## config.mk

```make
export PLATFORM = sky130hd
export DESIGN_NAME = census_window_seq
export DESIGN_NICKNAME = d
export VERILOG_FILES = /design/src/rtl/census_window_seq_pkg.sv /design/src/rtl/census_window_seq_raster_counter.sv /design/src/rtl/census_window_seq.sv
export SDC_FILE = /design/constraint.sdc
export NUM_CORES = 1
export LEC_CHECK = 0
export ABC_AREA = 1
export CAP_MARGIN = 20
export CELL_PAD_IN_SITES_DETAIL_PLACEMENT = 1
export CELL_PAD_IN_SITES_GLOBAL_PLACEMENT = 1
export CORE_ASPECT_RATIO = 1.25
export CORE_UTILIZATION = 39
export CTS_CLUSTER_DIAMETER = 60
export DETAILED_ROUTE_END_ITERATION = 8
export GPL_TIMING_DRIVEN = 0
export PLACE_DENSITY = 0.81
export SYNTH_ARGS = -nofsm -noshare
export SYNTH_HDL_FRONTEND = slang
export SYNTH_SLANG_ARGS = --single-unit
export TNS_END_PERCENT = 50
```

## constraint.sdc

```tcl
create_clock -name clk -period 1.9 [get_ports clk]
set_clock_uncertainty 0.05 [all_clocks]
set_input_delay 0.285 -clock clk [delete_from_list [all_inputs] [get_ports clk]]
set_output_delay 0.285 -clock clk [all_outputs]
set_load 0.02 [all_outputs]
```

## src/rtl/census_window_seq_pkg.sv

```systemverilog
// Shared definitions for the census-window sequencer: state encoding,
// window half-size constants and counter-width helpers.
package census_defs;

  typedef enum logic {
    ST_IDLE   = 1'b0,
    ST_ACTIVE = 1'b1
  } state_e;

  // Half-width/half-height of the default 5x5 census window.
  localparam int WIN_HW_DEF = 2;
  localparam int WIN_HH_DEF = 2;

  // Distance from a window edge to its centre for an odd window size.
  function automatic int win_half(input int n);
    return (n - 1) / 2;
  endfunction

  // Bits needed to hold a column index (0 .. n-1); never narrower than 1.
  function automatic int xb_width(input int n);
    return (n > 1) ? $clog2(n) : 1;
  endfunction

  // Bits needed to hold a row index (0 .. n-1); never narrower than 1.
  function automatic int yb_width(input int n);
    return (n > 1) ? $clog2(n) : 1;
  endfunction

endpackage

```

## src/rtl/census_window_seq_raster_counter.sv

```systemverilog
// Column/row raster position counter plus the synchronous-reset register
// cell used for the sequencer's output stage.
module raster_counter
  import census_defs::*;
#(
  parameter int IMG_W = 640,
  parameter int IMG_H = 480,
  localparam int XB = xb_width(IMG_W),
  localparam int YB = yb_width(IMG_H)
) (
  input  logic          clk,
  input  logic          rst,
  input  logic          en_i,      // advance one pixel
  input  logic          origin_i,  // origin pixel accepted: continue from (1,0)
  input  logic          clr_i,     // frame finished: return to (0,0)
  output logic [XB-1:0] col_o,
  output logic [YB-1:0] row_o,
  output logic          last_o     // current position is the final pixel
);

  logic [XB-1:0] col_q, col_d;
  logic [YB-1:0] row_q, row_d;
  logic          col_end;

  assign col_end = (col_q == XB'(IMG_W - 1));
  assign last_o  = col_end && (row_q == YB'(IMG_H - 1));
  assign col_o   = col_q;
  assign row_o   = row_q;

  // Next position: clear beats restart, restart beats advance, plain beats step.
  always_comb begin
    col_d = col_q;
    row_d = row_q;
    if (clr_i) begin
      col_d = '0;
      row_d = '0;
    end else if (origin_i) begin
      col_d = XB'(1);
      row_d = '0;
    end else if (en_i) begin
      if (col_end) begin
        col_d = '0;
        row_d = row_q + YB'(1);
      end else begin
        col_d = col_q + XB'(1);
      end
    end
  end

  // Position register.
  always_ff @(posedge clk) begin
    if (rst) begin
      col_q <= '0;
      row_q <= '0;
    end else begin
      col_q <= col_d;
      row_q <= row_d;
    end
  end

endmodule

// Generic synchronous-reset D flip-flop bank.
module census_sr_dff #(
  parameter int W = 1
) (
  input  logic         clk,
  input  logic         rst,
  input  logic [W-1:0] d_i,
  output logic [W-1:0] q_o
);

  // Plain registered stage, cleared by reset.
  always_ff @(posedge clk) begin
    if (rst) q_o <= '0;
    else     q_o <= d_i;
  end

endmodule

```

## src/rtl/census_window_seq.sv

```systemverilog
// Census-window sequencer: tracks raster position of an accepted pixel
// stream, drives the window shift enable / line-buffer address, and emits a
// registered window beat once a full neighbourhood is resident.
module census_window_seq
  import census_defs::*;
#(
  parameter int IMG_W = 640,
  parameter int IMG_H = 480,
  parameter int WIN_W = 5,
  parameter int WIN_H = 5,
  localparam int XB = xb_width(IMG_W),
  localparam int YB = yb_width(IMG_H)
) (
  input  logic          clk,
  input  logic          rst,
  input  logic          in_valid,
  input  logic          in_sof,
  output logic          in_ready,
  output logic          shift_en,
  output logic [XB-1:0] lb_addr,
  output logic          win_valid,
  input  logic          win_ready,
  output logic [XB-1:0] win_col,
  output logic [YB-1:0] win_row,
  output logic          frame_done,
  output logic          sof_err
);

  localparam int WIN_HW = win_half(WIN_W);
  localparam int WIN_HH = win_half(WIN_H);
  localparam int OUT_W  = 3 + XB + YB;

  state_e        state_q, state_d;
  logic [XB-1:0] col_q;
  logic [YB-1:0] row_q;
  logic          last_pix;
  logic          active;
  logic          sof_acc;
  logic          beat_pix;
  logic          complete;

  logic          win_valid_d;
  logic [XB-1:0] win_col_d;
  logic [YB-1:0] win_row_d;
  logic          frame_done_d;
  logic          sof_err_d;

  // A held window beat blocks the stream; there is no skid buffer.
  assign in_ready = !win_valid | win_ready;
  assign shift_en = in_valid & in_ready;
  assign active   = (state_q == ST_ACTIVE);
  assign sof_acc  = shift_en & in_sof;
  // Accepted beat that is an in-frame pixel at the counter position.
  assign beat_pix = shift_en & !in_sof & active;
  assign complete = beat_pix
                  & (col_q >= XB'(WIN_W - 1))
                  & (row_q >= YB'(WIN_H - 1));
  assign lb_addr  = (active || sof_acc) ? col_q : '0;

  raster_counter #(
    .IMG_W (IMG_W),
    .IMG_H (IMG_H)
  ) u_cnt (
    .clk      (clk),
    .rst      (rst),
    .en_i     (beat_pix & !last_pix),
    .origin_i (sof_acc),
    .clr_i    (beat_pix & last_pix),
    .col_o    (col_q),
    .row_o    (row_q),
    .last_o   (last_pix)
  );

  // Next state: any accepted start-of-frame (re)starts a frame; the last pixel ends it.
  always_comb begin
    state_d = state_q;
    if (sof_acc)                  state_d = ST_ACTIVE;
    else if (beat_pix && last_pix) state_d = ST_IDLE;
  end

  // State register.
  always_ff @(posedge clk) begin
    if (rst) state_q <= ST_IDLE;
    else     state_q <= state_d;
  end

  // Output stage next values: load on completion, hold while stalled.
  always_comb begin
    win_valid_d  = complete | (win_valid & !win_ready);
    win_col_d    = win_col;
    win_row_d    = win_row;
    if (complete) begin
      win_col_d = col_q - XB'(WIN_HW);
      win_row_d = row_q - YB'(WIN_HH);
    end
    frame_done_d = beat_pix & last_pix;
    sof_err_d    = sof_acc & active;
  end

  census_sr_dff #(
    .W (OUT_W)
  ) u_out (
    .clk (clk),
    .rst (rst),
    .d_i ({win_valid_d, win_col_d, win_row_d, frame_done_d, sof_err_d}),
    .q_o ({win_valid,   win_col,   win_row,   frame_done,   sof_err})
  );

endmodule

```

==> results of run 1 <==
[power by group through the flow]
stage | clock [mW] | sequential, mW | combinational (mW)
3_3_place_gp | 0 | 0.908 | 0.0908
2_1_floorplan | 0 | 0.907 | 0.0585
5_1_grt | 0.634 | 0.889 | 0.136
3_5_place_dp | 0 | 0.908 | 0.0933
6_report | 0.582 | 0.888 | 0.126
4_1_cts | 0.614 | 0.888 | 0.111
[stage by stage]
| stage | TNS [ns] | setup slack (ns) | hold slack [ns] | area, um2 |
|---|---|---|---|---|
| finish | 0 | 0.135 | 0.297 | 3320 |
| CTS | -0.101 | -0.0342 | 0.439 | 3200 |
| floorplan | 0 | 0.0651 | 0.297 | 2590 |
| global route | 0 | 0.00699 | 0.307 | 3320 |
| global placement | -10.72 | -0.719 | 0.411 | 3070 |
| detailed placement | -12.60 | -0.797 | 0.416 | 3070 |
[timing repair]
item,in CTS,in global routing
gates cloned,1,0
resized for setup,68,33
endpoints found under the setup margin,11,28
pin swaps,2,5
buffers inserted,1,0
[cells in the final DEF, fill, tap and decap left out, types with 10 or more instances in the layout]
cell and n:
nand2_1 88, nor2_1 61, dfxtp_1 39, inv_1 31, clkdlybuf4s50_1 25, nand3_1 16
nor2_4 15, buf_6 14, a21oi_2 13, nor2_2 12, xor2_1 12, o21ai_1 10
[layout make-up]
| type | instances | area (um2) | share of cell area |
|---|---|---|---|
| Multi-Input combinational cell | 278 | 1580 | 0.477 |
| Sequential cell | 42 | 845 | 0.254 |
| Inverter | 41 | 164 | 0.0494 |
| Timing Repair Buffer | 40 | 419 | 0.126 |
| Tap cell | 85 | 106 | 0.0320 |
| Clock buffer | 6 | 72.6 | 0.0219 |
| Clock inverter | 2 | 13.8 | 0.00415 |
| Buffer | 12 | 115 | 0.0347 |
[state kept, by name, indices dropped and copies added (netlist names)]
name / cells
u_cnt.row_o: 9
active: 1
u_cnt.col_o: 10
u_out.q_o: 22
[kinds of logic after synthesis]
group                      count (synthesis)  share of synthesized area
AOI/OAI and AO/OA                         38                     0.0949
DFF                                       42                      0.325
xor gates and xnor gates                  14                     0.0475
buffers and inverters                     53                      0.101
adders and majority gates                  8                     0.0387
and+or+nand+nor                          218                      0.393
[tightest hold or removal path, cell delays in order]
cell and delay, ns:
dlymetal6s2s_1 0.10, inv_2 0.06, nand2_2 0.09, a21oi_2 0.06
[worst max-delay path by stage]
stage | from | endpoint | slack [ns] | depth (start not counted)
final | u_out.q_o[21]$_SDFF_PP0_ | lb_addr[2] | 0.14 | 7
after CTS | win_ready | lb_addr[9] | -0.03 | 9
after global routing | u_cnt.row_o[0]$_SDFFE_PP0P_ | u_cnt.row_o[7]$_SDFFE_PP0P_ | 0.007 | 9
after floorplan | u_out.q_o[21]$_SDFF_PP0_ | lb_addr[0] | 0.07 | 6
after detailed placement | win_ready | lb_addr[6] | -0.80 | 9
after global placement | win_ready | lb_addr[9] | -0.72 | 9
[Yosys cell counts]
master    instances
o21ai_2           1
nor2_4            5
nand3b_1          2
o21ai_0           6
nor3_1            2
nor2_2           12
clkinv_4          1
dfxtp_1          42
buf_2             3
clkbuf_1          2
nor2_1           71
buf_12            1
nand3_1          17
xor2_1           12
buf_1             1
nand2_2           7
xnor2_1           2
buf_6             4
ha_1              8
a21boi_0          1
a21oi_2          13
nand4_1           7
nand2_4           1
o21ai_1          10
inv_2             6
inv_1            33
buf_4             1
inv_4             1
a21oi_1           7
nand3_4           4
nand2_1          90
[routing by layer]
| metal | vias to the layer above | GRT usage |
|---|---|---|
| li1 | 1251 | - |
| met1 | 1186 | 0.251 |
| met2 | 33 | 0.424 |
| met3 | 12 | 0.0302 |
| met4 | 0 | 0.0896 |
| met5 | - | 0 |
==> results.py, run 1 <==
metrics = {
    "clock_tree": {
        "clock_sinks": 42,
        "cts_tree": "built",
        "htree_levels": 2,
        "cts_buffers": 5,
        "cts_root_buf": "clkbuf_8",
        "cts_buffer_depth": 2,
        "cts.clk_slew.worst_paths_ns": 0.08,
        "cts_hold_buf": 0,
        "worstSkewPairLatency_ns": 0.30,
    },
    "detailed_routing": {
        "wl_per_cell_um": 14.6,
        "wl_met1_um": 2970,
        "vias": 2482,
        "drt_pass1_iterations": 4,
        "route.detailed.drc": 0,
        "vias_per_cell": 4.91,
        "met3WireLength_um": 109,
        "wl_um": 7390,
        "met2_length_um": 4130,
        "drt_iter0_markers": 71,
        "ant_nets": 0,
        "top_layer_used": "met4",
    },
    "setup_path": {
        "max_stage_delay_ns": 0.36,
        "required_ns": 1.56,
        "r2r_cells": 9,
        "cp_common_cell": "nand2_2",
        "path_class": "reg -> out",
        "worstPathArrival_ns": 1.43,
        "cp-start-kind": "register",
        "worstPathMaxFanout": 5,
        "cp-end-kind": "primary output",
        "critPathSlowestCell": "dfxtp_1",
        "path_buf_inv": 3,
        "reg2reg_from": "u_cnt.col_o[7]$_SDFFE_PP0P_",
        "crit_family": "flip-flops",
        "r2r-end": "u_out.q_o[17]$_SDFFE_PP0P_",
        "path_cells": "a21boi_4, nand2_2, nand2_2, inv_4, buf_8, nor2_4, buf_6",
        "reg2reg_setup_slack_ns": 0.14,
    },
    "yosys": {
        "ys_seq_area_frac": 0.325,
        "synthCells": 373,
        "synth.distinct_cells": 31,
        "yosysWarnings": 0,
        "synth-seq-cells": 42,
        "syn_area_per_cell_um2": 6.93,
        "yosysTopAreaCellShare": 0.325,
        "synth_area_leaders": "dfxtp_1, nand2_1, nor2_1, inv_1, a21oi_2",
        "synth_fp_nets": 386,
        "syn-cell-area_um2": 2580,
        "synth_top_cell_by_area": "dfxtp_1",
    },
    "place": {
        "place_congestion": 0.873,
        "io_buffers": 38,
        "place_inst": 496,
        "dp_hpwl_um": 5600,
    },
    "pwr": {
        "p_sw_mw": 0.405,
        "peakVddDrop_v": 0.000263,
        "power_density_nw_per_um2": 481,
        "internal_power_mw": 1.19,
        "power_frac_comb": 0.079,
        "pwr-share-seq": 0.556,
        "clockPowerShare": 0.365,
        "switching_share": 0.254,
        "power.leakage_nw": 1.40,
        "p_total_mw": 1.60,
    },
    "global_route": {
        "antenna_found_initial": 0,
        "grt_pass1_wl_um": 12000,
        "grt_max_degree": 14,
        "gr-total-overflow": 0,
        "grt_pass1_vias": 2541,
        "grtUsageTotal": 0.228,
    },
    "sta": {
        "fmax_mhz": 567,
        "period_needed_ns": 1.76,
        "setup_viol": 0,
        "slew_headroom": 0.677,
        "fin_crit_sh": 0.929,
        "drv_slew": 0,
        "final_hold_viol_count": 0,
        "tightest_slew_ns": 0.484,
        "rsz0062_at_grt": "no",
    },
    "final_layout": {
        "final_layout_size_suffix_gt1_frac": 0.235,
        "stdcell_count": 506,
        "antenna_cells": 0,
        "fin_util": 0.528,
        "syn_to_final_growth_pct": 28.5,
        "fillers": 821,
        "final_net_count": 433,
    },
    "worst_hold_path": {
        "hold_class": "in -> reg",
        "hold_end": "u_out.q_o[21]$_SDFF_PP0_",
        "min_from": "win_ready",
        "min_path_cells": 4,
    },
    "floorplan": {
        "die_area_um2": 6960,
        "die_height_um": 93,
        "pin_count": 39,
        "rows": 32,
        "core_um2": 6290,
        "initial_core_util": 0.411,
        "fp.dieW_um": 74.8,
    },
    "status": {
        "status": "finished, final reports clean",
    },
    "run": {
        "maxCapViolCount": 0,
    },
}
Note: power is estimated with default switching activity, not from simulation.
==> run 2: changes to the inputs <==
--- a/config.mk
+++ b/config.mk
@@ -9,9 +9,8 @@
 export CAP_MARGIN = 20
 export CELL_PAD_IN_SITES_DETAIL_PLACEMENT = 1
 export CELL_PAD_IN_SITES_GLOBAL_PLACEMENT = 1
-export CORE_ASPECT_RATIO = 1.25
 export CORE_UTILIZATION = 39
-export CTS_CLUSTER_DIAMETER = 60
+export CTS_CLUSTER_DIAMETER = 50
 export DETAILED_ROUTE_END_ITERATION = 8
 export GPL_TIMING_DRIVEN = 0
 export PLACE_DENSITY = 0.81
==> constraint.sdc (replaced) <==
create_clock -name clk -period 2 [get_ports clk]
set_clock_uncertainty 0.05 [all_clocks]
set_input_delay 0.3 -clock clk [delete_from_list [all_inputs] [get_ports clk]]
set_output_delay 0.3 -clock clk [all_outputs]
set_load 0.02 [all_outputs]
==> results.py, run 2 (same netlist as run 1, synthesis figures left out) <==
metrics = {
    "status": {
        "status": "finished, final reports clean",
    },
    "worst_hold_path": {
        "min_path_cells": 4,
        "hold_class": "in -> reg",
        "min_from": "win_ready",
        "hold_end": "u_out.q_o[21]$_SDFF_PP0_",
    },
    "setup_path": {
        "startpoint": "u_cnt.col_o[0]$_SDFFE_PP0P_",
        "r2r_cells": 9,
        "cp-start-kind": "register",
        "reg2reg_from": "u_cnt.col_o[0]$_SDFFE_PP0P_",
        "path_class": "reg -> reg",
        "reg2reg_setup_slack_ns": 0.11,
        "r2r-end": "u_cnt.col_o[5]$_SDFFE_PP0P_",
        "cp-end-kind": "register",
        "required_ns": 2.14,
        "worstPathMaxFanout": 10,
        "worstPathArrival_ns": 2.03,
    },
    "run": {
        "maxCapViolCount": 0,
    },
    "pwr": {
        "power_density_nw_per_um2": 508,
        "power.leakage_nw": 1.36,
        "peakVddDrop_v": 0.000324,
        "p_total_mw": 1.63,
    },
    "final_layout": {
        "layout_common_cells": "nand2_1, nor2_1, dfxtp_1",
        "antenna_cells": 0,
        "fin_util": 0.504,
        "stdcell_count": 498,
        "largest_reg_flops": 22,
        "final_common_cell": "nand2_1",
        "final_area_um2": 3220,
        "syn_to_final_growth_pct": 24.6,
        "final_net_count": 433,
        "final_layout_size_suffix_gt1_frac": 0.214,
        "top_register": "u_out.q_o",
    },
    "global_route": {
        "grt_use_met2": 0.372,
        "grt_util_met3": 0.0378,
        "grtUsageTotal": 0.217,
        "antenna_found_initial": 0,
        "grtUsageMet1": 0.283,
        "gr-total-overflow": 0,
        "busiest_layer": "met2",
        "grt_max_degree": 14,
        "grt_pass1_wl_um": 12000,
        "grt_pass1_vias": 2433,
    },
    "sta": {
        "fmax_mhz": 529,
        "slew_headroom": 0.700,
        "tightest_slew_ns": 0.450,
        "setup_viol": 0,
        "holdWs_ns": 0.416,
        "final_hold_viol_count": 0,
        "period_needed_ns": 1.89,
        "drv_slew": 0,
        "fin_crit_sh": 0.945,
        "rsz0062_at_grt": "no",
    },
    "detailed_routing": {
        "route.detailed.drc": 0,
        "ant_nets": 0,
        "wl_um": 7320,
        "drt_pass1_iterations": 4,
        "vias_per_cell": 4.96,
        "drt_iter0_markers": 108,
        "vias": 2469,
        "wl_per_cell_um": 14.7,
    },
    "clock_tree": {
        "htree_levels": 2,
        "cts_root_buf": "clkbuf_8",
        "cts_tree": "built",
        "clock_sinks": 42,
        "cts_hold_buf": 0,
        "cts_buffers": 5,
        "worstSkewPairLatency_ns": 0.30,
        "cts_buffer_depth": 2,
        "cts.clk_slew.worst_paths_ns": 0.09,
    },
    "floorplan": {
        "die_area_um2": 6950,
        "die_height_um": 83.4,
        "pin_count": 39,
        "core_um2": 6390,
        "fp.dieW_um": 83.4,
        "initial_core_util": 0.405,
        "rows": 29,
    },
    "place": {
        "postPlaceCellArea_um2": 3060,
        "place_inst": 488,
        "dp_hpwl_um": 5480,
        "io_buffers": 38,
        "place_congestion": 0.806,
    },
}
run 2: metal layers:
metal | vias up | share of wire
li1 | 1251 | -
met1 | 1176 | 0.48
met2 | 37 | 0.48
met3 | 5 | 0.026
met4 | 0 | 0.0090
met5 | - | 0
run 2: cell type report:
cell class,instances,area (um2)
fill,836,3170
multi-input combinational,278,1520
sequential,42,841
timing repair buffer,41,394
inverter,41,165
tap,77,96.3
buffer,11,95.1
clock buffer,6,72.6
clock inverter,2,37.5
run 2: worst max-delay path, cell delays in order, from the launching register on:
cell and delay, ns:
dfxtp_1 0.47, ha_1 0.25, nand3_1 0.18, inv_2 0.13, nand3_4 0.14, nor2_4 0.18
nand2_4 0.08, nand3_4 0.10, buf_12 0.15, a21oi_2 0.04
run 2: what timing repair did:
action | in CTS | in global routing
resized for setup | 62 | 0
setup endpoints to repair | 10 | 0
buffers inserted | 3 | 0
run 2: through the flow:
step | TNS [ns] | setup WS (ns)
floorplan | 0 | 0.150
global placement | -6.75 | -0.684
detailed placement | -9.37 | -0.799
CTS | 0 | 0.106
global route | 0 | 0.0360
finish | 0 | 0.110
run 2: how the worst max path moves through the flow:
stage | to | cells past startpoint | slack, ns
2_1_floorplan | lb_addr[0] | 6 | 0.15
3_3_place_gp | lb_addr[1] | 9 | -0.68
3_5_place_dp | lb_addr[4] | 9 | -0.80
4_1_cts | u_cnt.col_o[5]$_SDFFE_PP0P_ | 9 | 0.11
5_1_grt | u_cnt.row_o[4]$_SDFFE_PP0P_ | 10 | 0.04
6_report | u_cnt.col_o[5]$_SDFFE_PP0P_ | 9 | 0.11
run 2: where the power goes:
| part | internal [mW] | switching (mW) |
|---|---|---|
| clock network | 0.373 | 0.314 |
| registers | 0.839 | 0.00442 |
| logic | 0.0390 | 0.0655 |
| total | 1.25 | 0.384 |
